<file path="src/rtl/mult_share_arbiter.sv">
// mult_share_arbiter
// Shares one sequential signed multiplier between two requesters. The multiplier
// takes a start pulse and reports completion with a done level. Requests are
// granted round-robin, so a requester that has just been served loses the next tie.
// The operands are held on mul_M/mul_Q for the whole operation. The product is
// returned as a held response tagged with the winner's id. A watchdog aborts an
// operation whose multiplier never reports done, and that response carries rsp_err.
//
// Ports
//   clk, rst                 rising-edge clock, asynchronous active-low reset
//   reqN_valid/ready/a/b     requester N (N = 0, 1) issue port; ready is combinational
//   mul_start                one-cycle start pulse to the shared multiplier
//   mul_M, mul_Q             operands to the multiplier, stable while it works
//   mul_done, mul_result     multiplier done level and 2*WIDTH signed product
//   rsp_valid/ready          response handshake
//   rsp_id, rsp_result,
//   rsp_err                  winner id, product (0 on abort), watchdog abort flag
//   busy                     high whenever the arbiter is not idle
module mult_share_arbiter #(
    parameter int WIDTH       = 32,
    parameter int TIMEOUT_CYC = 64
) (
    input  logic                 clk,
    input  logic                 rst,
    input  logic                 req0_valid,
    output logic                 req0_ready,
    input  logic [WIDTH-1:0]     req0_a,
    input  logic [WIDTH-1:0]     req0_b,
    input  logic                 req1_valid,
    output logic                 req1_ready,
    input  logic [WIDTH-1:0]     req1_a,
    input  logic [WIDTH-1:0]     req1_b,
    output logic                 mul_start,
    output logic [WIDTH-1:0]     mul_M,
    output logic [WIDTH-1:0]     mul_Q,
    input  logic                 mul_done,
    input  logic [2*WIDTH-1:0]   mul_result,
    output logic                 rsp_valid,
    input  logic                 rsp_ready,
    output logic                 rsp_id,
    output logic [2*WIDTH-1:0]   rsp_result,
    output logic                 rsp_err,
    output logic                 busy
);

    localparam int CNT_W = $clog2(TIMEOUT_CYC) + 1;
    localparam logic [CNT_W-1:0] CNT_LAST = CNT_W'(TIMEOUT_CYC - 1);

    typedef enum logic [1:0] {S_IDLE, S_LAUNCH, S_WAIT, S_RESP} state_t;

    state_t           state;
    logic             last_grant;
    logic             done_armed;
    logic [CNT_W-1:0] wd_cnt;
    logic             grant0;
    logic             grant1;

    // Grants are combinational so the requester sees ready in the same cycle it
    // is accepted. Gating with rst keeps ready low while reset is asserted.
    always_comb begin
        grant0 = 1'b0;
        grant1 = 1'b0;
        if (rst && state == S_IDLE) begin
            if (req0_valid && req1_valid) begin
                grant0 = last_grant;
                grant1 = ~last_grant;
            end else begin
                grant0 = req0_valid;
                grant1 = req1_valid;
            end
        end
    end

    assign req0_ready = grant0;
    assign req1_ready = grant1;

    always_ff @(posedge clk or negedge rst) begin
        if (!rst) begin
            state      <= S_IDLE;
            last_grant <= 1'b1;
            done_armed <= 1'b0;
            wd_cnt     <= '0;
            mul_start  <= 1'b0;
            mul_M      <= '0;
            mul_Q      <= '0;
            rsp_valid  <= 1'b0;
            rsp_id     <= 1'b0;
            rsp_result <= '0;
            rsp_err    <= 1'b0;
            busy       <= 1'b0;
        end else begin
            case (state)
                S_IDLE: begin
                    if (grant0 || grant1) begin
                        mul_M     <= grant1 ? req1_a : req0_a;
                        mul_Q     <= grant1 ? req1_b : req0_b;
                        rsp_id    <= grant1;
                        mul_start <= 1'b1;
                        busy      <= 1'b1;
                        state     <= S_LAUNCH;
                    end
                end
                S_LAUNCH: begin
                    mul_start  <= 1'b0;
                    wd_cnt     <= '0;
                    done_armed <= 1'b0;
                    state      <= S_WAIT;
                end
                S_WAIT: begin
                    // A done level left over from the previous operation is ignored
                    // until the multiplier has been seen to drop done once.
                    if (!mul_done) begin
                        done_armed <= 1'b1;
                    end
                    if (done_armed && mul_done) begin
                        rsp_result <= mul_result;
                        rsp_err    <= 1'b0;
                        rsp_valid  <= 1'b1;
                        state      <= S_RESP;
                    end else if (wd_cnt == CNT_LAST) begin
                        rsp_result <= '0;
                        rsp_err    <= 1'b1;
                        rsp_valid  <= 1'b1;
                        state      <= S_RESP;
                    end else begin
                        wd_cnt <= wd_cnt + 1'b1;
                    end
                end
                S_RESP: begin
                    if (rsp_ready) begin
                        rsp_valid  <= 1'b0;
                        last_grant <= rsp_id;
                        busy       <= 1'b0;
                        state      <= S_IDLE;
                    end
                end
                default: begin
                    state <= S_IDLE;
                    busy  <= 1'b0;
                end
            endcase
        end
    end

endmodule

</file>
<file path="config.mk">
export PLATFORM = sky130hd
export DESIGN_NAME = mult_share_arbiter
export DESIGN_NICKNAME = d
export VERILOG_FILES = /design/src/rtl/mult_share_arbiter.sv
export SDC_FILE = /design/constraint.sdc
export NUM_CORES = 1
export LEC_CHECK = 0
export BUFFER_PORTS_ARGS = -buffer_cell sky130_fd_sc_hd__buf_2
export CAP_MARGIN = 20
export CORE_AREA = 5 5 125 127
export CTS_CLUSTER_SIZE = 30
export DETAILED_ROUTE_END_ITERATION = 10
export DIE_AREA = 0 0 130 132
export PLACE_DENSITY_LB_ADDON = 0.08
export SLEW_MARGIN = 0
export SYNTH_ARGS = -nofsm -noshare
export SYNTH_HDL_FRONTEND = slang
export SYNTH_SLANG_ARGS = --single-unit
</file>
<file path="constraint.sdc">
create_clock -name clk -period 4.4 [get_ports clk]
set_input_delay 0.44 -clock clk [delete_from_list [all_inputs] [get_ports clk]]
set_output_delay 0.44 -clock clk [all_outputs]
set_load 0.01 [all_outputs]
</file>
==> metrics.yaml, run 1 <==
route:
  drt_first_iter_violations: 265
  wire_per_inst_um: 17.2
  drc: 0
  wl_met3_um: 1450
  top_layer: "met4"
  wl_met1_um: 6690
  via_per_inst: 4.96
  route.final.wire_length_um: 17800
  first_pass_iters: 4
  antenna_left: 0
  route.met2.wl_um: 9180
  vias: 5119
global_routing:
  antenna_found_initial: 0
  gr-total-overflow: 0
  grt_pass1_wl_um: 28200
  track_usage: 0.209
  grt_pass1_vias: 5358
  grt_start_max_net_pins: 89
cts:
  hold_buffers: 0
  clock_path_buffers: 2
  clk_pin_slew_worst_paths_ps: 60
  cts_resized: 0
  ctsRootBufferMaster: "clkbuf_16"
  clock_sinks: 144
  clkLatencyLatePin_ps: 410
  htree_levels: 4
  postCtsSetupRepairBufs: 0
  cts_made_buffers: 17
  cts_tree: "done"
timing:
  fin_setup_tns_ps: 0
  post-route-min-period_ps: 2720
  fmax_mhz: 367
  slew-limit-headroom: 0.452
  worst_pin_slew_ps: 819
  fin_ws_ps: 1680
  rsz0062_at_grt: "false"
  hold_viol_final: 4
  fin_hold_ws_ps: -9.11
  post-route-period-util: 0.619
  finalClockSkew_ps: 7.52
  maxSlewViolCount: 0
  finalSetupViolations: 0
die:
  rows: 44
  die_h_um: 132
  design.core.area_sq_mm: 0.0143
  dieArea_sq_mm: 0.0172
  io_pins: 333
  fp.dieW_um: 130
  start_util: 0.419
layout:
  most-common-layout-cells: "buf_2 (331), dfrtp_1 (143), nand2_1 (80)"
  nNetsFinal: 1040
  drive_gt1_frac: 0.449
  insertedDiodeCount: 0
  final_common_cell: "buf_2"
  fillers: 1241
  area_growth_pct: 40.9
place:
  io_buffers: 332
  dpl_worst_slack_ps: 1630
  post-dp-hpwl_um: 13400
  globalplace.congestion: 0.789
synth:
  ys_ff_latch: 144
  syn_avg_cell_area_sq_um: 11.7
  ys_types: 34
  synth_area_sq_mm: 0.00600
  ys_warn_count: 0
  syn_nets: 716
  syn_inst: 512
  yosysSeqAreaShare: 0.601
run_status:
  violations: "hold timing"
  status: "finished, violations left"
setup_path:
  cp.arrival_ps: 3020
  worst-setup-path-type: "register to register"
  cp-end-kind: "register"
  worstSetupStartpointType: "register"
  crit_chain: "inv_1 -> ha_1 -> and3_2 -> buf_4 -> nor4b_1 -> a21o_2 -> a22o_1"
  reg2reg_depth: 7
  critical_path_peak_fanout: 36
  slowest_delay_ps: 680
  reg2reg_setup_slack_ps: 1680
  cp.required_ps: 4700
  critPathSlowestCell: "and3_2"
power:
  leakage_nw: 4.95
  p_per_area_mw_per_mm2: 675
  total_power_mw: 5.71
  irDropWorstVdd_v: 0.000297
run:
  maxCapViolations: 0
min_path:
  min_path_type: "input pin to async pin"
-- area by class of cell --
cell class	count	area, sq um	area share
Multi-Input combinational cell	322	2220	0.262
Sequential cell	144	3600	0.427
Tap cell	184	230	0.0272
Timing Repair Buffer	341	1770	0.209
Clock inverter	10	109	0.0129
Clock buffer	22	484	0.0573
Inverter	10	37.5	0.00444
-- through the flow --
stage,hold slack [ps],utilization,cell area [sq um],instances
floorplan,144,-,6000,512
global placement,433,0.547,7820,999
detailed placement,446,0.547,7830,1000
CTS,5.23,0.588,8420,1032
global route,33.8,0.590,8450,1033
finish,-9.11,0.590,8450,1033
-- registers in the layout, summed over array words and instances (netlist names) --
signal / cells
rsp_valid: 1
rsp_result: 64
state: 2
rsp_id: 1
done_armed: 1
last_grant: 1
mul_start: 1
wd_cnt: 7
busy: 1
mul_M: 32
mul_Q: 32
rsp_err: 1
-- synthesized netlist by cell type, drive strengths merged --
cell	n	area, sq um
a21o	1	8.76
a21oi	5	25.0
a221o	1	11.3
a22o	65	569
a31oi	1	6.26
a32o	1	10.0
and3	1	6.26
buf	11	55.1
clkbuf	25	93.8
dfrtp	143	3580
dfstp	1	26.3
ha	6	75.1
inv	10	37.5
mux2	1	15.0
mux2i	65	651
nand2	80	300
nand3	5	30.0
nand3b	1	7.51
nand4	1	6.26
nand4b	1	8.76
nor2	6	22.5
nor2b	2	12.5
nor4b	1	8.76
o2111a	1	11.3
o211ai	3	22.5
o21ai	69	345
o221ai	1	8.76
o2bb2ai	1	8.76
o311a	1	21.3
or3	1	6.26
or4b	1	10.0
-- power by group --
part           switching, mW  internal, mW  total [mW]  leakage [nW]
Combinational           1.12         0.919        2.04          2.84
Sequential             0.327          1.91        2.24          1.81
Clock                  0.539         0.891        1.43         0.292
-- path summary, 6_finish.rpt --
| check | start | to |
|---|---|---|
| hold / removal | rst | mul_M[29]$_DFFE_PN0P_ |
| max in group asynchronous | rst | mul_M[25]$_DFFE_PN0P_ |
| hold reg to reg | mul_M[29]$_DFFE_PN0P_ | mul_M[29]$_DFFE_PN0P_ |
| setup reg to reg | state[0]$_DFFE_PN0P_ | wd_cnt[4]$_DFFE_PN0P_ |
| min in group clk | mul_result[44] | rsp_result[44]$_DFFE_PN0P_ |
| setup / recovery | state[0]$_DFFE_PN0P_ | wd_cnt[4]$_DFFE_PN0P_ |
-- per-layer routing --
metal / vias up / GRT usage
li1: 2474 / -
met1: 2411 / 0.240
met2: 199 / 0.358
met3: 35 / 0.0681
met4: 0 / 0.0785
met5: - / 0
-- cells by family (layout without fill, tap and decap cells) --
group / after synthesis / after routing / synth area share
AO/OA/AOI/OAI: 150 / 150 / 0.175
adder cells (fa/ha/maj): 6 / 6 / 0.0125
buffers and inverters: 46 / 383 / 0.0311
flip-flops: 144 / 144 / 0.601
multiplexers: 66 / 66 / 0.111
AND/OR/NAND/NOR: 100 / 100 / 0.0699
-- worst max-delay path: cells and delay by family (launching register included) --
family                   cells  cell delay [ps]
AND/OR/NAND/NOR              2              780
flip-flops                   1              400
adder cells (fa/ha/maj)      1              460
AO/OA/AOI/OAI                2              370
buffers and inverters        2              590
Power figures use the tool's default switching activity.
==> run 2, diff against run 1 <==
- clock period: 4.4 -> 2.75 ns (I/O delays scaled with it)
==> metrics.yaml, run 2 (synthesis results as in run 1) <==
run_status:
  status: "finished clean"
power:
  p_per_area_mw_per_mm2: 1080
  total_power_mw: 9.11
  irDropWorstVdd_v: 0.000474
  leakage_nw: 4.94
cts:
  cts_tree: "done"
  cts_made_buffers: 17
  clock_path_buffers: 2
  clkLatencyLatePin_ps: 420
  clk_pin_slew_worst_paths_ps: 60
  htree_levels: 4
  postCtsSetupRepairBufs: 0
  clock_sinks: 144
  ctsRootBufferMaster: "clkbuf_16"
layout:
  insertedDiodeCount: 0
  reg_top3: "rsp_result (64), mul_M (32), mul_Q (32)"
  multi_input_area_sq_mm: 0.00222
  final_common_cell: "buf_2"
  nNetsFinal: 1039
  fillers: 1302
  area_growth_pct: 40.7
  final_area_sq_mm: 0.00844
  drive_gt1_frac: 0.448
  top_register: "rsp_result"
  register_area_sq_mm: 0.00360
  largest_reg_flops: 64
  most-common-layout-cells: "buf_2 (331), dfrtp_1 (143), nand2_1 (80)"
setup_path:
  critPathSlowestCell: "o211ai_1"
  crit_chain: "inv_1 -> ha_1 -> nand4b_1 -> o211ai_1 -> or4b_2 -> nand3_1"
  critical_path_peak_fanout: 14
  cp.arrival_ps: 2500
  slowest_delay_ps: 580
  cp.required_ps: 3050
  worst-setup-path-type: "register to register"
  cp-end-kind: "register"
  worstSetupStartpointType: "register"
route:
  route.final.wire_length_um: 17400
  first_pass_iters: 4
  drc: 0
  wire_per_inst_um: 16.9
  drt_first_iter_violations: 270
  via_per_inst: 4.96
  vias: 5115
  antenna_left: 0
timing:
  maxSlewViolCount: 0
  fin_ws_ps: 545
  finalClockSkew_ps: 8.29
  fin_setup_tns_ps: 0
  fmax_mhz: 453
  slew-limit-headroom: 0.381
  post-route-min-period_ps: 2210
  post-route-period-util: 0.802
  rsz0062_at_grt: "false"
  worst_pin_slew_ps: 929
  hold_viol_final: 0
  finalSetupViolations: 0
global_routing:
  grt_pass1_vias: 5235
  track_usage: 0.202
  gr-total-overflow: 0
  grt_pass1_wl_um: 27300
  antenna_found_initial: 0
  grt_start_max_net_pins: 132
place:
  io_buffers: 332
  post-dp-hpwl_um: 13100
  dpl_cell_area_sq_mm: 0.00785
  globalplace.congestion: 0.818
  dpl_worst_slack_ps: 581
die:
  design.core.area_sq_mm: 0.0143
  dieArea_sq_mm: 0.0172
  io_pins: 333
  fp.dieW_um: 130
  die_h_um: 132
  rows: 44
  start_util: 0.419
run:
  maxCapViolations: 0
min_path:
  min_path_type: "input pin to register"
[run 2: cell count changes in the layout (fill, tap and decap cells not counted)]
cell	change
inv_6	+5
clkbuf_8	-4
buf_4	-3
buf_12	+2
clkinv_2	-2
clkinv_4	+2
buf_16	-1
clkbuf_1	-1
dlygate4sd3_1	+1
[run 2: final timing paths]
kind | start | endpoint | slack, ps | depth (start not counted)
min in group asynchronous | rst | mul_M[11]$_DFFE_PN0P_ | 250 | 2
worst max register to register | state[0]$_DFFE_PN0P_ | wd_cnt[3]$_DFFE_PN0P_ | 540 | 6
worst min register to register | mul_Q[9]$_DFFE_PN0P_ | mul_Q[9]$_DFFE_PN0P_ | 470 | 2
worst min-delay path | mul_result[63] | rsp_result[63]$_DFFE_PN0P_ | 80 | 2
worst max-delay path | state[0]$_DFFE_PN0P_ | wd_cnt[3]$_DFFE_PN0P_ | 540 | 6
max in group asynchronous | rst | mul_M[4]$_DFFE_PN0P_ | 1410 | 3
[run 2: repair_timing]
action,in CTS,in global routing
hold buffers,1,0
endpoints found under the hold margin,2,0
resized for setup,0,0
[run 2: routing by layer]
layer,vias to the layer above,GRT usage,part of all wire
met5,-,0,0
met4,0,0.0687,0.019
met3,28,0.0673,0.080
met2,189,0.342,0.51
met1,2411,0.240,0.39
li1,2487,-,-
[run 2: critical path, delay by kind of cell, from the launching register on]
family | cells | cell delay [ps]
AOI/OAI and AO/OA | 1 | 580
and+or+nand+nor | 3 | 510
adders and majority gates | 1 | 470
DFF | 1 | 400
buffers and inverters | 1 | 140
[run 2: power by group]
part	internal [mW]	switching (mW)	total, mW
Combinational	1.47	1.79	3.26
Sequential	3.06	0.510	3.57
Clock	1.35	0.928	2.28
Total	5.88	3.23	9.11
[run 2: area by class of cell]
| class | instances | share of cell area |
|---|---|---|
| repair buffers | 340 | 0.209 |
| inverters | 10 | 0.00445 |
| well taps | 184 | 0.0273 |
| clock inverters | 15 | 0.0190 |
| clock buffers | 17 | 0.0504 |
| multi-input cells | 322 | 0.263 |
| flip-flops and latches | 144 | 0.427 |
[run 2: per-stage QoR]
step	hold slack [ps]	cells	util
after floorplan	-20.6	512	-
after global placement	61.7	999	0.548
after CTS	56.8	1032	0.590
after detailed placement	61.8	999	0.548
after global routing	59.2	1032	0.590
final	77.9	1032	0.590
